### config.mk
export PLATFORM = sky130hd
export DESIGN_NAME = pc_seq_ctrl_flat
export DESIGN_NICKNAME = d
export VERILOG_FILES = /design/src/rtl/pc_seq_ctrl_pkg.sv /design/src/rtl/pc_seq_ctrl_if.sv /design/src/rtl/pc_seq_ctrl_branch_cond_eval.sv /design/src/rtl/pc_seq_ctrl.sv /design/src/flat_wrapper.sv
export SDC_FILE = /design/constraint.sdc
export NUM_CORES = 1
export LEC_CHECK = 0
export BUFFER_PORTS_ARGS = -buffer_cell sky130_fd_sc_hd__buf_2
export CORE_UTILIZATION = 49
export CTS_CLUSTER_SIZE = 28
export DETAILED_ROUTE_END_ITERATION = 8
export PLACE_DENSITY = 0.75
export RECOVER_POWER = 100
export REMOVE_ABC_BUFFERS = 1
export SLEW_MARGIN = 40
export SYNTH_ARGS = -nofsm -noshare
export SYNTH_HDL_FRONTEND = slang
export SYNTH_SLANG_ARGS = --single-unit
### constraint.sdc
create_clock -name CLK -period 1.8 [get_ports CLK]
set_input_delay 0 -clock CLK [delete_from_list [all_inputs] [get_ports CLK]]
set_output_delay 0 -clock CLK [all_outputs]
set_load 0.01 [all_outputs]
### src/rtl/pc_seq_ctrl_pkg.sv
// Shared types and constants for the PC sequencing controller and the decoder
// that reuses its branch-condition evaluator.
package pc_seq_pkg;

    typedef enum logic [1:0] {
        BOOT  = 2'd0,
        RUN   = 2'd1,
        HALT  = 2'd2,
        FAULT = 2'd3
    } seq_state_e;

    localparam logic [2:0] COND_EQ = 3'd0;
    localparam logic [2:0] COND_NE = 3'd1;
    localparam logic [2:0] COND_CS = 3'd2;
    localparam logic [2:0] COND_CC = 3'd3;
    localparam logic [2:0] COND_AL = 3'd4;

    localparam int BOOT_CNT_W     = 8;
    localparam int STALL_CNT_W    = 8;
    localparam int REDIRECT_CNT_W = 16;

    // True when two or more bits of the redirect request vector are set.
    function automatic logic multi_hot4(input logic [3:0] v);
        return ((v & (v - 4'd1)) != 4'd0);
    endfunction

endpackage

### src/rtl/pc_seq_ctrl_if.sv
// Decoder/flag-side requests into the sequencer and the PC-control strobes out of it.
interface pc_seq_ctrl_if;
    logic        br_req;
    logic [2:0]  br_cond;
    logic        flag_z;
    logic        flag_c;
    logic        jmp_req;
    logic        jal_rm_req;
    logic        jr_req;
    logic        halt_req;
    logic        resume;
    logic        imem_ready;

    logic        PC_EN;
    logic        PC_SE_flag;
    logic        JMP_flag;
    logic        JAL_Rm_flag;
    logic        JR_flag;
    logic        halted;
    logic        fault;
    logic        multi_req_err;
    logic [15:0] redirect_cnt;

    modport master (
        output br_req, br_cond, flag_z, flag_c, jmp_req, jal_rm_req, jr_req,
               halt_req, resume, imem_ready,
        input  PC_EN, PC_SE_flag, JMP_flag, JAL_Rm_flag, JR_flag, halted, fault,
               multi_req_err, redirect_cnt
    );

    modport slave (
        input  br_req, br_cond, flag_z, flag_c, jmp_req, jal_rm_req, jr_req,
               halt_req, resume, imem_ready,
        output PC_EN, PC_SE_flag, JMP_flag, JAL_Rm_flag, JR_flag, halted, fault,
               multi_req_err, redirect_cnt
    );
endinterface

### src/rtl/pc_seq_ctrl_branch_cond_eval.sv
// Combinational branch-condition evaluator; codes 5..7 are never taken.
module branch_cond_eval
    import pc_seq_pkg::*;
(
    input  logic [2:0] br_cond,
    input  logic       flag_z,
    input  logic       flag_c,
    output logic       taken
);

    // Map condition code and flags onto a taken decision.
    always_comb begin
        taken = 1'b0;
        case (br_cond)
            COND_EQ: taken = flag_z;
            COND_NE: taken = ~flag_z;
            COND_CS: taken = flag_c;
            COND_CC: taken = ~flag_c;
            COND_AL: taken = 1'b1;
            default: taken = 1'b0;
        endcase
    end

endmodule

### src/rtl/pc_seq_ctrl.sv
// PC sequencing controller: fetch-state FSM, imem stall watchdog, one-hot PC
// source selection with fixed priority JR > JAL_Rm > JMP > PC_SE, redirect counting.
module pc_seq_ctrl
    import pc_seq_pkg::*;
#(
    parameter int unsigned BOOT_CYCLES   = 2,
    parameter int unsigned STALL_TIMEOUT = 15
) (
    input  logic          CLK,
    input  logic          CLR,
    pc_seq_ctrl_if.slave  bus
);

    localparam logic [BOOT_CNT_W-1:0]  BOOT_LAST  = BOOT_CNT_W'(BOOT_CYCLES - 1);
    localparam logic [STALL_CNT_W-1:0] STALL_LAST = STALL_CNT_W'(STALL_TIMEOUT - 1);
    localparam logic [REDIRECT_CNT_W-1:0] CNT_MAX = {REDIRECT_CNT_W{1'b1}};

    seq_state_e                state_q, state_d;
    logic [BOOT_CNT_W-1:0]     boot_cnt_q, boot_cnt_d;
    logic [STALL_CNT_W-1:0]    stall_cnt_q, stall_cnt_d;
    logic [REDIRECT_CNT_W-1:0] redirect_cnt_q, redirect_cnt_d;
    logic                      multi_err_q, multi_err_d;

    logic       br_taken;
    logic       commit;
    logic       redirect_ok;
    logic [3:0] req_vec;

    branch_cond_eval u_cond (
        .br_cond (bus.br_cond),
        .flag_z  (bus.flag_z),
        .flag_c  (bus.flag_c),
        .taken   (br_taken)
    );

    // A HALT commit advances the PC plainly, so redirects are only honoured without it.
    assign commit      = (state_q == RUN) && bus.imem_ready;
    assign redirect_ok = commit && !bus.halt_req;
    assign req_vec     = {bus.jr_req, bus.jal_rm_req, bus.jmp_req, bus.br_req & br_taken};

    // State and counter registers with synchronous clear.
    always_ff @(posedge CLK) begin
        if (CLR) begin
            state_q        <= BOOT;
            boot_cnt_q     <= '0;
            stall_cnt_q    <= '0;
            redirect_cnt_q <= '0;
            multi_err_q    <= 1'b0;
        end else begin
            state_q        <= state_d;
            boot_cnt_q     <= boot_cnt_d;
            stall_cnt_q    <= stall_cnt_d;
            redirect_cnt_q <= redirect_cnt_d;
            multi_err_q    <= multi_err_d;
        end
    end

    // Next-state and counter update logic.
    always_comb begin
        state_d        = state_q;
        boot_cnt_d     = boot_cnt_q;
        stall_cnt_d    = stall_cnt_q;
        redirect_cnt_d = redirect_cnt_q;
        multi_err_d    = multi_err_q;

        case (state_q)
            BOOT: begin
                boot_cnt_d  = boot_cnt_q + {{(BOOT_CNT_W-1){1'b0}}, 1'b1};
                stall_cnt_d = '0;
                if (boot_cnt_q >= BOOT_LAST) begin
                    state_d = RUN;
                end else begin
                    state_d = BOOT;
                end
            end
            RUN: begin
                if (bus.imem_ready) begin
                    stall_cnt_d = '0;
                    if (bus.halt_req) begin
                        state_d = HALT;
                    end else begin
                        state_d = RUN;
                    end
                end else begin
                    stall_cnt_d = stall_cnt_q + {{(STALL_CNT_W-1){1'b0}}, 1'b1};
                    if (stall_cnt_q >= STALL_LAST) begin
                        state_d = FAULT;
                    end else begin
                        state_d = RUN;
                    end
                end
            end
            HALT: begin
                stall_cnt_d = '0;
                if (bus.resume) begin
                    state_d = RUN;
                end else begin
                    state_d = HALT;
                end
            end
            FAULT: begin
                state_d = FAULT;
            end
            default: begin
                state_d = FAULT;
            end
        endcase

        if (redirect_ok && (req_vec != 4'd0) && (redirect_cnt_q != CNT_MAX)) begin
            redirect_cnt_d = redirect_cnt_q + {{(REDIRECT_CNT_W-1){1'b0}}, 1'b1};
        end else begin
            redirect_cnt_d = redirect_cnt_q;
        end

        if (redirect_ok && multi_hot4(req_vec)) begin
            multi_err_d = 1'b1;
        end else begin
            multi_err_d = multi_err_q;
        end
    end

    // PC enable and one-hot source select for the current cycle.
    always_comb begin
        bus.PC_EN       = 1'b0;
        bus.PC_SE_flag  = 1'b0;
        bus.JMP_flag    = 1'b0;
        bus.JAL_Rm_flag = 1'b0;
        bus.JR_flag     = 1'b0;

        if (commit) begin
            bus.PC_EN = 1'b1;
        end else begin
            bus.PC_EN = 1'b0;
        end

        if (redirect_ok) begin
            if (req_vec[3]) begin
                bus.JR_flag = 1'b1;
            end else if (req_vec[2]) begin
                bus.JAL_Rm_flag = 1'b1;
            end else if (req_vec[1]) begin
                bus.JMP_flag = 1'b1;
            end else if (req_vec[0]) begin
                bus.PC_SE_flag = 1'b1;
            end else begin
                bus.PC_SE_flag = 1'b0;
            end
        end else begin
            bus.JR_flag = 1'b0;
        end
    end

    assign bus.halted        = (state_q == HALT);
    assign bus.fault         = (state_q == FAULT);
    assign bus.multi_req_err = multi_err_q;
    assign bus.redirect_cnt  = redirect_cnt_q;

endmodule

### src/flat_wrapper.sv
// flat-port wrapper written by rule: the top's interface ports become plain ports
module pc_seq_ctrl_flat import pc_seq_pkg::*;
#(
    parameter int unsigned BOOT_CYCLES   = 2,
    parameter int unsigned STALL_TIMEOUT = 15
)
  (CLK, CLR, bus_br_req, bus_br_cond, bus_flag_z, bus_flag_c, bus_jmp_req, bus_jal_rm_req, bus_jr_req, bus_halt_req, bus_resume, bus_imem_ready, bus_PC_EN, bus_PC_SE_flag, bus_JMP_flag, bus_JAL_Rm_flag, bus_JR_flag, bus_halted, bus_fault, bus_multi_req_err, bus_redirect_cnt);
  pc_seq_ctrl_if bus_i ();
  input  logic CLK;
  input  logic CLR;
  input wire logic [$bits(bus_i.br_req)-1:0] bus_br_req;
  input wire logic [$bits(bus_i.br_cond)-1:0] bus_br_cond;
  input wire logic [$bits(bus_i.flag_z)-1:0] bus_flag_z;
  input wire logic [$bits(bus_i.flag_c)-1:0] bus_flag_c;
  input wire logic [$bits(bus_i.jmp_req)-1:0] bus_jmp_req;
  input wire logic [$bits(bus_i.jal_rm_req)-1:0] bus_jal_rm_req;
  input wire logic [$bits(bus_i.jr_req)-1:0] bus_jr_req;
  input wire logic [$bits(bus_i.halt_req)-1:0] bus_halt_req;
  input wire logic [$bits(bus_i.resume)-1:0] bus_resume;
  input wire logic [$bits(bus_i.imem_ready)-1:0] bus_imem_ready;
  output wire logic [$bits(bus_i.PC_EN)-1:0] bus_PC_EN;
  output wire logic [$bits(bus_i.PC_SE_flag)-1:0] bus_PC_SE_flag;
  output wire logic [$bits(bus_i.JMP_flag)-1:0] bus_JMP_flag;
  output wire logic [$bits(bus_i.JAL_Rm_flag)-1:0] bus_JAL_Rm_flag;
  output wire logic [$bits(bus_i.JR_flag)-1:0] bus_JR_flag;
  output wire logic [$bits(bus_i.halted)-1:0] bus_halted;
  output wire logic [$bits(bus_i.fault)-1:0] bus_fault;
  output wire logic [$bits(bus_i.multi_req_err)-1:0] bus_multi_req_err;
  output wire logic [$bits(bus_i.redirect_cnt)-1:0] bus_redirect_cnt;
  assign bus_i.br_req = bus_br_req;
  assign bus_i.br_cond = bus_br_cond;
  assign bus_i.flag_z = bus_flag_z;
  assign bus_i.flag_c = bus_flag_c;
  assign bus_i.jmp_req = bus_jmp_req;
  assign bus_i.jal_rm_req = bus_jal_rm_req;
  assign bus_i.jr_req = bus_jr_req;
  assign bus_i.halt_req = bus_halt_req;
  assign bus_i.resume = bus_resume;
  assign bus_i.imem_ready = bus_imem_ready;
  assign bus_PC_EN = bus_i.PC_EN;
  assign bus_PC_SE_flag = bus_i.PC_SE_flag;
  assign bus_JMP_flag = bus_i.JMP_flag;
  assign bus_JAL_Rm_flag = bus_i.JAL_Rm_flag;
  assign bus_JR_flag = bus_i.JR_flag;
  assign bus_halted = bus_i.halted;
  assign bus_fault = bus_i.fault;
  assign bus_multi_req_err = bus_i.multi_req_err;
  assign bus_redirect_cnt = bus_i.redirect_cnt;
  pc_seq_ctrl #(.BOOT_CYCLES(BOOT_CYCLES), .STALL_TIMEOUT(STALL_TIMEOUT)) u_core (.CLK(CLK), .CLR(CLR), .bus(bus_i));
endmodule
* Word level (Yosys, flattened, before mapping)
Index checks and enable logic that the tools add are counted.
** Word-level totals
- Word-level logic and storage cells :: 59
- Output and inout bits :: 24
- Register bits after elaboration :: 35
- Input port bits :: 14
** Operators by class
- Reductions and logical operators :: 12
- Add/subtract/negate cells :: 4
- Magnitude comparators :: 2
- Equality and inequality tests :: 8
- Multiplexer cells :: 24
- Bitwise operators :: 4
** Operators by type and width (count)
- 16-bit by 1-bit adder with 16-bit output (second input constant) :: 1
- 8-bit by 1-bit adder with 8-bit output (second input constant) :: 2
- 1-bit 2-to-1 mux :: 16
- 16-bit inequality test (second input constant) :: 1
- 8-bit case mux with 2 select lines :: 1
- 8-bit by 1-bit greater-or-equal comparator with 1-bit output (second input constant) :: 1
- 8-bit by 4-bit greater-or-equal comparator with 1-bit output (second input constant) :: 1
- 2-bit 2-to-1 mux :: 4
- 8-bit 2-to-1 mux :: 1
- 2-bit case mux with 4 select lines :: 1
- 4-bit nonzero test :: 2
- 3-bit by 2-bit equality test with 1-bit output (second input constant) :: 2
- 1-bit logical AND :: 5
- 1-bit case mux with 5 select lines :: 1
- 4-bit bitwise AND :: 1
- 2-bit equality test (second input constant) :: 2
- 4-bit by 1-bit subtractor with 4-bit output (second input constant) :: 1
- 3-bit by 1-bit equality test with 1-bit output (second input constant) :: 1
- 3-bit equality test (second input constant) :: 1
- 3-bit zero test :: 1
- 2-bit by 1-bit equality test with 1-bit output (second input constant) :: 1
- 2-bit zero test :: 1
- 1-bit NOT :: 2
- 2-bit nonzero test :: 1
- other kinds (3) :: 3

* Longest topological paths before layout
Gate-level depths: netlist of run 1.
- Depth in word-level cells :: 8
- Mapped depth :: 8
- Depth with buffers taken out :: 6

* Hierarchy
Synthesis of run 1 repeated with hierarchy kept, for this count alone.
** Unflattened totals
- Cells, all modules :: 238
- Area total of the unflattened synthesis :: 1948.1 um^2
** Modules (own cells, without submodules)
- pc_seq_ctrl :: instances 1, sequential area each 700.7 um^2, cells each 233, area each 1909.3 um^2
- branch_cond_eval :: instances 1, sequential area each 0.0 um^2, cells each 5, area each 38.8 um^2

* Worst setup path before layout of run 1
No wires, ideal clock.
- Path type :: reg-to-reg
- From :: register u_core.state_q[1]
- To :: register u_core.redirect_cnt_q[5], in the netlist u_core.bus.redirect_cnt[5]
- Arrival time :: 1759 ps
- Period minus slack after synthesis :: 1883 ps
- Cell stages (with the launch flop) :: 9
- Setup time :: 123 ps
- Slack :: -83 ps
- Path through :: dfxtp_1 > buf_2 > and3b_1 > buf_2 > and2_1 > o21ai_1 > a21oi_2 > nor3b_1 > mux2_1
** Between the ends
- Longest elaborated chain between the ends :: 5
** RTL lines
- start, declared :: RTL line pc_seq_ctrl.sv:18 : seq_state_e state_q, state_d;
- start signal, assigned :: RTL line pc_seq_ctrl.sv:50 : state_q <= state_d;
- 2-bit by 1-bit equality test with 1-bit output :: RTL line pc_seq_ctrl.sv:37 : assign commit = (state_q == RUN) && bus.imem_ready;
- 1-bit logical AND :: RTL line pc_seq_ctrl.sv:37
- 1-bit logical AND :: RTL line pc_seq_ctrl.sv:38 : assign redirect_ok = commit && !bus.halt_req;
- 1-bit logical AND (2 in series) :: RTL line pc_seq_ctrl.sv:109 : if (redirect_ok && (req_vec != 4'd0) && (redirect_cnt_q != CNT_MAX)) begin
- end signal, assigned :: RTL line pc_seq_ctrl.sv:53 : redirect_cnt_q <= redirect_cnt_d;
- end, declared :: RTL line pc_seq_ctrl.sv:21 : logic [REDIRECT_CNT_W-1:0] redirect_cnt_q, redirect_cnt_d;
No other way between the ends.
A chain may end at the register's enable or synchronous reset.

* Worst setup path after layout of run 1
- From :: register u_core.state_q[1]
- To :: register u_core.stall_cnt_q[5]
** Between the ends
- Longest elaborated chain between the ends :: 3
- Elaborated cells on any way between the ends :: 6
- Those cells by class :: 2 x eq/ne; 1 x mux; 3 x reduce/logical
** RTL lines
- 2-bit equality test or 2-bit zero test (tied branches) :: RTL line pc_seq_ctrl.sv:66 : case (state_q)
- 2-bit OR reduction (no line)
- 8-bit case mux with 2 select lines or 2-bit nonzero test (tied branches)
- end signal, assigned :: RTL line pc_seq_ctrl.sv:52 : stall_cnt_q <= stall_cnt_d;
- end, declared :: RTL line pc_seq_ctrl.sv:20 : logic [STALL_CNT_W-1:0] stall_cnt_q, stall_cnt_d;
Parallel ways exist; a longest one is shown, timed or not.

==> results of run 1 <==
[power by group]
part / internal, mW / leakage [nW] / switching, mW
Clock: 0.412 / 0.0581 / 0.298
Sequential: 0.826 / 0.284 / 0.0446
Combinational: 0.231 / 0.646 / 0.270
Total: 1.47 / 0.988 / 0.613
[through the flow]
stage / setup WS [ns] / instances / instance area [sq um]
6_report: 0.106 / 332 / 2420
5_1_grt: 0.00334 / 332 / 2420
4_1_cts: 0.0282 / 332 / 2400
3_5_place_dp: 0.0145 / 323 / 2270
3_3_place_gp: 0.0550 / 323 / 2270
2_1_floorplan: -0.0340 / 217 / 1870
[logic make-up (layout without fill, tap and decap cells)]
| kind of cell | after synthesis | in the layout | synth area share (%) |
|---|---|---|---|
| AO/OA/AOI/OAI | 45 | 45 | 16.9 |
| XOR/XNOR | 12 | 12 | 5.52 |
| adder cells (fa/ha/maj) | 7 | 7 | 4.47 |
| buffers and inverters | 17 | 75 | 3.55 |
| flip-flops | 35 | 35 | 36.8 |
| multiplexers | 6 | 6 | 3.48 |
| AND/OR/NAND/NOR | 104 | 104 | 29.3 |
[layout make-up]
type | instances | area share, %
multi-input cells | 174 | 48.3
flip-flops and latches | 35 | 29.1
repair buffers | 59 | 14.2
clock buffers | 5 | 2.85
well taps | 48 | 2.48
clock inverters | 3 | 1.81
inverters | 8 | 1.24
[path summary, 6_finish.rpt]
kind / start / end / slack, ns / cells after the start
setup / recovery: u_core.state_q[1]$_SDFF_PP0_ / u_core.stall_cnt_q[5]$_SDFFE_PP0P_ / 0.11 / 6
setup reg to reg: u_core.state_q[1]$_SDFF_PP0_ / u_core.stall_cnt_q[5]$_SDFFE_PP0P_ / 0.11 / 6
hold / removal: bus_resume / u_core.state_q[1]$_SDFF_PP0_ / 0.02 / 3
hold reg to reg: u_core.stall_cnt_q[7]$_SDFFE_PP0P_ / u_core.stall_cnt_q[7]$_SDFFE_PP0P_ / 0.49 / 1
[metal layers]
layer,up-vias,share of wire [%],routed length (microns),track usage (%)
met1,832,47,1970,27.7
met2,41,47,2000,35.7
met5,-,0,0,0
li1,933,-,-,-
met3,4,4.5,188,6.43
met4,0,1.3,55,8.61
[worst max-delay path: stages, from the launching register on]
cell	delay (ns)
dfxtp_1	0.31
buf_4	0.15
or3b_2	0.49
buf_4	0.18
nor2_1	0.15
a31oi_1	0.11
a311oi_1	0.22
[cell usage after synthesis, drive strengths merged, types with 3 or more instances]
library cell / count / area, sq um
clkbuf: 4 / 15.0
dfxtp: 35 / 701
a211oi: 4 / 35.0
o21ai: 7 / 35.0
nor3: 8 / 40.0
nand2: 12 / 47.6
nand3: 12 / 60.1
ha: 6 / 75.1
a311oi: 4 / 35.0
mux2: 5 / 56.3
nand4: 4 / 25.0
buf: 5 / 22.5
and4: 3 / 26.3
nor3b: 4 / 35.0
and2: 3 / 18.8
xnor2: 7 / 61.3
a31oi: 3 / 18.8
a21oi: 15 / 78.8
nor2b: 6 / 37.5
and3: 4 / 25.0
xor2: 5 / 43.8
nor2: 34 / 128
inv: 8 / 30.0
[flip-flops by register name (all words and copies together), names as in the netlist]
name                      count
u_core.bus.redirect_cnt      16
u_core.state_q                2
u_core.bus.multi_req_err      1
u_core.boot_cnt_q             8
u_core.stall_cnt_q            8
[what timing repair did]
action	in CTS	in global routing
hold buffers	1	0
pin swaps	0	6
gates resized for setup	1	11
endpoints found under the hold margin	1	0
buffers inserted	0	0
endpoints found under the setup margin	1	11
==> impl_results.md, run 1 <==
- Die height: 64.3 microns
- Worst-Skew Late Latency: 0.29 ns
- Worst-Margin Slew: 0.489 ns
- Period Utilization, post-route: 94.1%
- Num CTS Buffers: 5
- Count of pins over their slew limit: 0
- Req. time, crit path: 2.00 ns
- Most frequent cells in the layout: nor2_1 (34), buf_2 (34), dfxtp_1 (33), buf_4 (19), a21oi_1 (14)
- IO Pins: 38
- # diodes: 0
- Die width: 64.3 microns
- Pwr Total: 2.08 mW
- Number of global-route vias before repair: 1685
- Synth warnings: 0
- RSZ-0062 raised after global routing: false
- Layout net count: 303
- Gr ovfl total: 0
- First-pass GRT wire length: 7250 microns
- Crit Path Max Fanout: 9
- Routed WL per cell: 12.7 microns
- Critical Path End Type: flip-flop
- Synth Cell Area: 1900 sq um
- Drc violations: 0
- Clock skew: 0.0105 ns
- Vias after detailed routing: 1810
- Leak: 0.988 nW
- Seq cells post-synth: 35
- Mean Syn Cell Area: 8.42 sq um
- Max clock buf depth: 2
- Die footprint: 4140 sq um
- Multi-input logic area: 1170 sq um
- First-pass detailed-route iteration total: 4
- Dpl hpwl: 3100 microns
- Number of flops mapped to enable cells by yosys: 0
- Worst path arrival time: 1.90 ns
- Initial antenna violation count: 0
- Port-buffer cells: 37
- Most common flop cell mapped by yosys: dfxtp_1
- Sequential area share after synthesis: 36.8%
- Largest net degree at the start of global routing: 21
- Post-synthesis cell type count: 54
- Worst vdd ir: 0.000707 V
- Worst hold slack: 0.0179 ns
- Root Driver: clkbuf_8
- Fraction of final layout cells sized beyond drive strength 1: 29.2%
- Worst-path clk slew: 0.08 ns
- Status: complete, no violations
- Setup violators final: 0
- Starting Density: 51.6%
- Final ANT Viol Nets: 0
- Worst Setup Start Kind: flip-flop
- Worst slew margin: 67.4%
- H-tree depth: 2
- Initial DRC count: 72
- Async S/R FF share, synth: 0%
- Fillcell total: 329
- Register area: 703 sq um
- Fin crit period: 1.69 ns
- Core Footprint: 3690 sq um
- Worst Hold Class: input port to flip-flop
- Pwr/cell area: 861 nW/um^2
- Hold Vio Cnt, Final: 0
- Fin Setup TNS: 0 ns
- Overall Global Routing Usage: 22.2%
- Clock Sinks: 35
- MaxCap Viol Count: 0
- Area growth, synth to finish: 27.0%
- Vias/cell: 5.45
- Cells after Synth: 226
- Final WL: 4210 microns
- Critical path type: flip-flop to flip-flop
- Num rows: 22
- Fin util: 65.5%
- Fmax: 590 MHz
- CTS tree: done
- GPL Wtd Cong: 0.868
(Power assumes the default switching activity.)
==> run 2: changes to the inputs <==
- CORE_ASPECT_RATIO: not set -> 0.9
- REMOVE_ABC_BUFFERS: 1 -> not set
==> run 2 against run 1 <==
  * Clock skew down 0.0053 ns
  * Sequential power about the same
  * Global-route usage down 0.92 points
  * Power down 5.2%
  * Via count down 0.22%
  * Combinational power down 5.8%
  * Critical path depth down 1
  * Non-clock buffer count unchanged
  * Worst setup slack better by 0.017 ns
  * Critical path type unchanged
  * Critical endpoint is now u_core.bus.redirect_cnt[15]$_SDFFE_PP0P_
  * Largest power group unchanged
==> impl_results.md, run 2 (same netlist as run 1, synthesis figures left out) <==
- Status: complete, no violations (unchanged)
- Die width: 67.7 microns (was 64.3 microns)
- Fin crit period: 1.68 ns (was 1.69 ns)
- Num CTS Buffers: 5 (unchanged)
- Worst Setup Start Kind: flip-flop (unchanged)
- Largest net degree at the start of global routing: 28 (was 21)
- Die height: 61.1 microns (was 64.3 microns)
- Fin util: 63.6% (was 65.5%)
- Worst slew margin: 69.6% (was 67.4%)
- Vias after detailed routing: 1806 (was 1810)
- GPL Wtd Cong: 0.851 (was 0.868)
- Drc violations: 0 (unchanged)
- Clock Sinks: 35 (unchanged)
- Area growth, synth to finish: 23.7% (was 27.0%)
- Final WL: 4310 microns (was 4210 microns)
- CTS tree: done (unchanged)
- First-pass GRT wire length: 6530 microns (was 7250 microns)
- First-pass detailed-route iteration total: 4 (unchanged)
- Port-buffer cells: 37 (unchanged)
- Fin Setup TNS: 0 ns (unchanged)
- Setup Fix Bufs, Post-CTS: 0 (unchanged)
- Worst path arrival time: 1.90 ns (about the same)
- Critical Path End Type: flip-flop (unchanged)
- Vias/cell: 5.47 (was 5.45)
- Number of global-route vias before repair: 1481 (was 1685)
- Pwr Total: 1.97 mW (was 2.08 mW)
- Initial DRC count: 97 (was 72)
- Routed WL per cell: 13.1 microns (was 12.7 microns)
- Setup violators final: 0 (unchanged)
- Critical path type: flip-flop to flip-flop (unchanged)
- Req. time, crit path: 2.02 ns (was 2.00 ns)
- Flip-flop count of the largest register after layout: 16 (unchanged)
- Final setup margin: 0.123 ns (was 0.106 ns)
- Max clock buf depth: 2 (unchanged)
- Worst-path clk slew: 0.07 ns (was 0.08 ns)
- Count of pins over their slew limit: 0 (unchanged)
- Clock skew: 0.00523 ns (was 0.0105 ns)
- Hold Vio Cnt, Final: 0 (unchanged)
- Fraction of final layout cells sized beyond drive strength 1: 21.8% (was 29.2%)
- Syn_nets: 246
- # diodes: 0 (unchanged)
- H-tree depth: 2 (unchanged)
- Placement Cell Area: 2270 sq um (about the same)
- Worst hold slack: 0.129 ns (was 0.0179 ns)
- Worst-Skew Late Latency: 0.29 ns (about the same)
- Period Utilization, post-route: 93.2% (was 94.1%)
- Dpl hpwl: 3090 microns (was 3100 microns)
- MaxCap Viol Count: 0 (unchanged)
- Finished Layout Cells: 330 (was 332)
- RSZ-0062 raised after global routing: false (unchanged)
- Fmax: 596 MHz (was 590 MHz)
- Crit Path Max Fanout: 8 (was 9)
- Num rows: 21 (was 22)
- DP Worst Slack: 0.0916 ns (was 0.0145 ns)
- Root Driver: clkbuf_8 (unchanged)
- Fin area: 2350 sq um (was 2420 sq um)
- Gr ovfl total: 0 (unchanged)
- Starting Density: 51.4% (was 51.6%)
- Layout net count: 303 (unchanged)
- Die footprint: 4140 sq um (about the same)
- Initial antenna violation count: 0 (unchanged)
- Core Footprint: 3700 sq um (was 3690 sq um)
- Worst-Margin Slew: 0.456 ns (was 0.489 ns)
- Cells after DPL: 320 (was 323)
- Worst Hold Class: input port to flip-flop (unchanged)
- Worst vdd ir: 0.000551 V (was 0.000707 V)
- IO Pins: 38 (unchanged)
- Leak: 0.895 nW (was 0.988 nW)
- Most frequent cells in the layout: nor2_1 (34), dfxtp_1 (32), clkbuf_1 (25), buf_2 (21), a21oi_1 (14) (was nor2_1 (34), buf_2 (34), dfxtp_1 (33), buf_4 (19), a21oi_1 (14))
- Final ANT Viol Nets: 0 (unchanged)
- Pwr/cell area: 838 nW/um^2 (was 861 nW/um^2)
- Overall Global Routing Usage: 21.3% (was 22.2%)
- Commonest non-fill, non-tap cell in the layout: nor2_1
run 2: layer usage:
layer	vias up	track usage (%)	part of all wire, %
li1	930	-	-
met1	836	27.8	47
met2	34	33.8	47
met3	6	5.19	4.6
met4	0	8.21	1.3
met5	-	0	0
run 2: final cells by class:
| cell class | count | area, sq um |
|---|---|---|
| multi-input combinational | 174 | 1160 |
| sequential | 35 | 704 |
| fill | 345 | 1350 |
| clock buffer | 8 | 100 |
| timing repair buffer | 59 | 305 |
| inverter | 8 | 30.0 |
| tap | 46 | 57.6 |
run 2: path summary, 6_finish.rpt:
path,startpoint,depth (start not counted),end,slack (ns)
worst max register to register,u_core.state_q[1]$_SDFF_PP0_,5,u_core.bus.redirect_cnt[15]$_SDFFE_PP0P_,0.12
worst min-delay path,bus_imem_ready,4,u_core.state_q[1]$_SDFF_PP0_,0.13
worst max-delay path,u_core.state_q[1]$_SDFF_PP0_,5,u_core.bus.redirect_cnt[15]$_SDFFE_PP0P_,0.12
worst min register to register,u_core.stall_cnt_q[7]$_SDFFE_PP0P_,1,u_core.stall_cnt_q[7]$_SDFFE_PP0P_,0.49
run 2: critical path, stage by stage, from the launching register on:
cell and delay, ns:
dfxtp_1 0.32, and3b_1 0.27, nand2_2 0.14, a21o_1 0.25
or4_1 0.48, a21oi_1 0.14
run 2: power breakdown:
part | switching [mW] | internal, mW | total (mW)
Sequential | 0.0464 | 0.826 | 0.872
Clock | 0.280 | 0.349 | 0.629
Combinational | 0.268 | 0.203 | 0.472
run 2: what timing repair did:
item,4_1_cts,5_1_grt
hold endpoints to repair,2,0
hold buffers,2,0
resized for setup,0,7
endpoints found under the setup margin,0,6
==> run 3: changes to the inputs <==
- CORE_UTILIZATION: 49 -> 59
- PLACE_DENSITY: 0.75 -> 0.84
- SETUP_SLACK_MARGIN: not set -> 0.1
- SYNTH_HIERARCHICAL: not set -> 1
- clock period: 1.8 -> 2.2 ns (I/O delays scaled with it)
==> run 3 against run 2 <==
  * Non-clock buffer count is 18 lower
  * Worst setup slack better by 0.13 ns
  * Count of clock-buffer cells in the layout is 2 lower
  * Area after synthesis is 2.4% higher
  * Utilization is 6.3 points higher
  * Critical path depth is 1 lower
  * Wire length is 1.0% lower
  * Power is 32% lower
  * Sequential share of layout area is 2.5 points higher
  * Flip-flop and latch count stayed put
  * Register-to-register slack better by 0.13 ns
  * Synthesized cell count is 5.3% higher
  * Critical path type unchanged
  * Critical endpoint is now u_core/bus.redirect_cnt[6]$_SDFFE_PP0P_
  * Largest power group unchanged
==> impl_results.md, run 3 <==
- Fmax: 513 MHz (was 596 MHz)
- Fraction of final layout cells sized beyond drive strength 1: 10.7% (was 21.8%)
- Share of the synthesized area in the top cell type: 36.0% (was 36.8%)
- Period Utilization, post-route: 88.6% (was 93.2%)
- Routed WL per cell: 13.6 microns (was 13.1 microns)
- Die height: 56.5 microns (was 61.1 microns)
- Leak: 0.729 nW (was 0.895 nW)
- Max clock buf depth: 2 (unchanged)
- Number of flops mapped to enable cells by yosys: 0 (unchanged)
- Port-buffer cells: 37 (unchanged)
- RSZ-0062 raised after global routing: false (unchanged)
- Reg-to-reg slack, setup: 0.25 ns (was 0.12 ns)
- Drc violations: 0 (unchanged)
- Most common flop cell mapped by yosys: dfxtp_1 (unchanged)
- Gr ovfl total: 0 (unchanged)
- Synth area leader: dfxtp_1 (unchanged)
- Finished Layout Cells: 314 (was 330)
- Setup violators final: 0 (unchanged)
- Met2 wire len: 1860 microns (was 2040 microns)
- Met1 Wirelength: 2140 microns (was 2020 microns)
- Die footprint: 3540 sq um (was 4140 sq um)
- Slowest cell on the critical path: dfxtp_1 (was or4_1)
- Status: complete, no violations (unchanged)
- Die width: 62.6 microns (was 67.7 microns)
- Area growth, synth to finish: 10.9% (was 23.7%)
- H-tree depth: 2 (unchanged)
- Worst Setup Start Kind: flip-flop (unchanged)
- Met3 routed WL: 242 microns (was 197 microns)
- Num CTS Buffers: 5 (unchanged)
- Crit Path Max Fanout: 12 (was 8)
- Final ANT Viol Nets: 0 (unchanged)
- Flip-flop count of the largest register after layout: 16 (unchanged)
- Cells after Synth: 238 (was 226)
- Root Driver: clkbuf_4 (was clkbuf_8)
- Fillcell total: 279 (was 345)
- Initial antenna violation count: 0 (unchanged)
- Worst-Skew Late Latency: 0.34 ns (was 0.29 ns)
- Clock Sinks: 35 (unchanged)
- Synth warnings: 6 (was 0)
- Syn_nets: 258 (was 246)
- Critical Path Max Stage Delay: 0.48 ns (about the same)
- Setup Fix Bufs, Post-CTS: 0 (unchanged)
- IO Pins: 38 (unchanged)
- Largest net degree at the start of global routing: 33 (was 28)
- Vias/cell: 6.00 (was 5.47)
- Most frequent cells in the layout: dfxtp_1 (35), nor2_1 (29), clkbuf_1 (26), a21oi_1 (24), nand4_1 (14) (was nor2_1 (34), dfxtp_1 (32), clkbuf_1 (25), buf_2 (21), a21oi_1 (14))
- Worst vdd ir: 0.000333 V (was 0.000551 V)
- Dpl hpwl: 3000 microns (was 3090 microns)
- Layout net count: 293 (was 303)
- Synth top area cells: dfxtp_1 (36%), a21oi_1 (6.2%), nor2_1 (5.6%) (was dfxtp_1 (37%), nor2_1 (6.7%), ha_1 (3.9%))
- Sequential area share after synthesis: 36.0% (was 36.8%)
- First-pass GRT wire length: 7090 microns (was 6530 microns)
- Worst slew margin: 62.5% (was 69.6%)
- Worst-Margin Slew: 0.562 ns (was 0.456 ns)
- Vias after detailed routing: 1884 (was 1806)
- Worst Hold Class: input port to flip-flop (unchanged)
- Post-synthesis cell type count: 43 (was 54)
- Synth Cell Area: 1950 sq um (was 1900 sq um)
- Commonest non-fill, non-tap cell in the layout: dfxtp_1 (was nor2_1)
- Req. time, crit path: 2.44 ns (was 2.02 ns)
- Final WL: 4270 microns (was 4310 microns)
- Clock skew: 0.0107 ns (was 0.00523 ns)
- MaxCap Viol Count: 0 (unchanged)
- Mean Syn Cell Area: 8.19 sq um (was 8.42 sq um)
- Critical Path End Type: flip-flop (unchanged)
- Fin crit period: 1.95 ns (was 1.68 ns)
- Commonest cells in the netlist: dfxtp_1 (35), nor2_1 (29), a21oi_1 (24), nand4_1 (14), nand2_1 (12) (was dfxtp_1 (35), nor2_1 (34), a21oi_1 (14), nand3_1 (12), nand2_1 (11))
- Count of pins over their slew limit: 0 (unchanged)
- Async S/R FF share, synth: 0% (unchanged)
- Initial DRC count: 167 (was 97)
- Num rows: 19 (was 21)
- Seq cells post-synth: 35 (unchanged)
- Highest routing layer actually used: met4 (unchanged)
- Overall Global Routing Usage: 25.5% (was 21.3%)
- Worst-path clk slew: 0.10 ns (was 0.07 ns)
- Fin Setup TNS: 0 ns (unchanged)
- # diodes: 0 (unchanged)
- Pwr/cell area: 622 nW/um^2 (was 838 nW/um^2)
- Core Footprint: 3090 sq um (was 3700 sq um)
- GPL Wtd Cong: 0.797 (was 0.851)
- Sequence of cells on the critical path: and4bb_1, nand2_1, nor4b_1, mux2_2 (was and3b_1, nand2_2, a21o_1, or4_1, a21oi_1)
- Cells after DPL: 307 (was 320)
- Most frequent cell after synthesis: dfxtp_1 (unchanged)
- CTS tree: done (unchanged)
- First-pass detailed-route iteration total: 5 (was 4)
- Hold Vio Cnt, Final: 0 (unchanged)
- Critical path type: flip-flop to flip-flop (unchanged)
- Worst path arrival time: 2.18 ns (was 1.90 ns)
- Starting Density: 63.0% (was 51.4%)
- Number of global-route vias before repair: 1619 (was 1481)
-- run 3: worst paths after layout --
path	start	cells after the start	end
worst max-delay path	u_core/state_q[0]$_SDFF_PP0_	4	u_core/bus.redirect_cnt[6]$_SDFFE_PP0P_
worst min-delay path	bus_resume	3	u_core/state_q[0]$_SDFF_PP0_
worst max register to register	u_core/state_q[0]$_SDFF_PP0_	4	u_core/bus.redirect_cnt[6]$_SDFFE_PP0P_
worst min register to register	u_core/bus.redirect_cnt[4]$_SDFFE_PP0P_	2	u_core/bus.redirect_cnt[4]$_SDFFE_PP0P_
-- run 3: power by group --
part           internal (mW)  switching, mW
combinational          0.123          0.177
sequential             0.674         0.0566
clock                  0.114          0.198
-- run 3: stage by stage --
stage | power (mW) | worst slack [ns] | hold slack, ns | instance area, sq um | utilization [%]
5_1_grt | 1.43 | 0.120 | 0.0544 | 2160 | 69.9
2_1_floorplan | 0.966 | 0.356 | 0.0503 | 1950 | -
6_report | 1.34 | 0.251 | 0.0259 | 2160 | 69.9
4_1_cts | 1.36 | 0.315 | 0.00724 | 2200 | 71.1
3_3_place_gp | 1.04 | 0.396 | 0.242 | 2150 | 69.4
3_5_place_dp | 1.05 | 0.332 | 0.239 | 2150 | 69.4
-- run 3: critical path: cells and delay by family, from the launching register on --
kind	cells	cell delay (ns)
flip-flops	1	0.48
multiplexers	1	0.37
AND/OR/NAND/NOR	3	1.00
-- run 3: routing by layer --
metal | track usage (%) | vias to the layer above
met4 | 10.6 | 0
met3 | 6.30 | 4
met1 | 35.4 | 868
li1 | - | 953
met2 | 37.6 | 59
met5 | 0 | -
-- run 3: final cells by class --
class                           instances  area (sq um)  area share (%)
Inverter                                7          26.3            1.22
Sequential cell                        35           701            32.4
Tap cell                               42          52.6            2.43
Clock buffer                            6          41.3            1.91
Timing Repair Buffer                   41           184            8.52
Multi-Input combinational cell        183          1150            53.5
-- run 3: cells by family (layout without fill, tap and decap cells) --
group / after synthesis / in the layout / share of synthesized area [%]
AOI/OAI and AO/OA: 53 / 53 / 16.1
xor gates and xnor gates: 8 / 8 / 3.60
adders and majority gates: 6 / 6 / 3.85
buffers and inverters: 20 / 54 / 4.88
DFF: 35 / 35 / 36.0
muxes: 4 / 4 / 2.31
and+or+nand+nor: 112 / 112 / 33.3
-- run 3: repair_timing --
item | 4_1_cts | 5_1_grt
hold buffers | 1 | 0
resized for setup | 0 | 0
endpoints found under the hold margin | 1 | 0
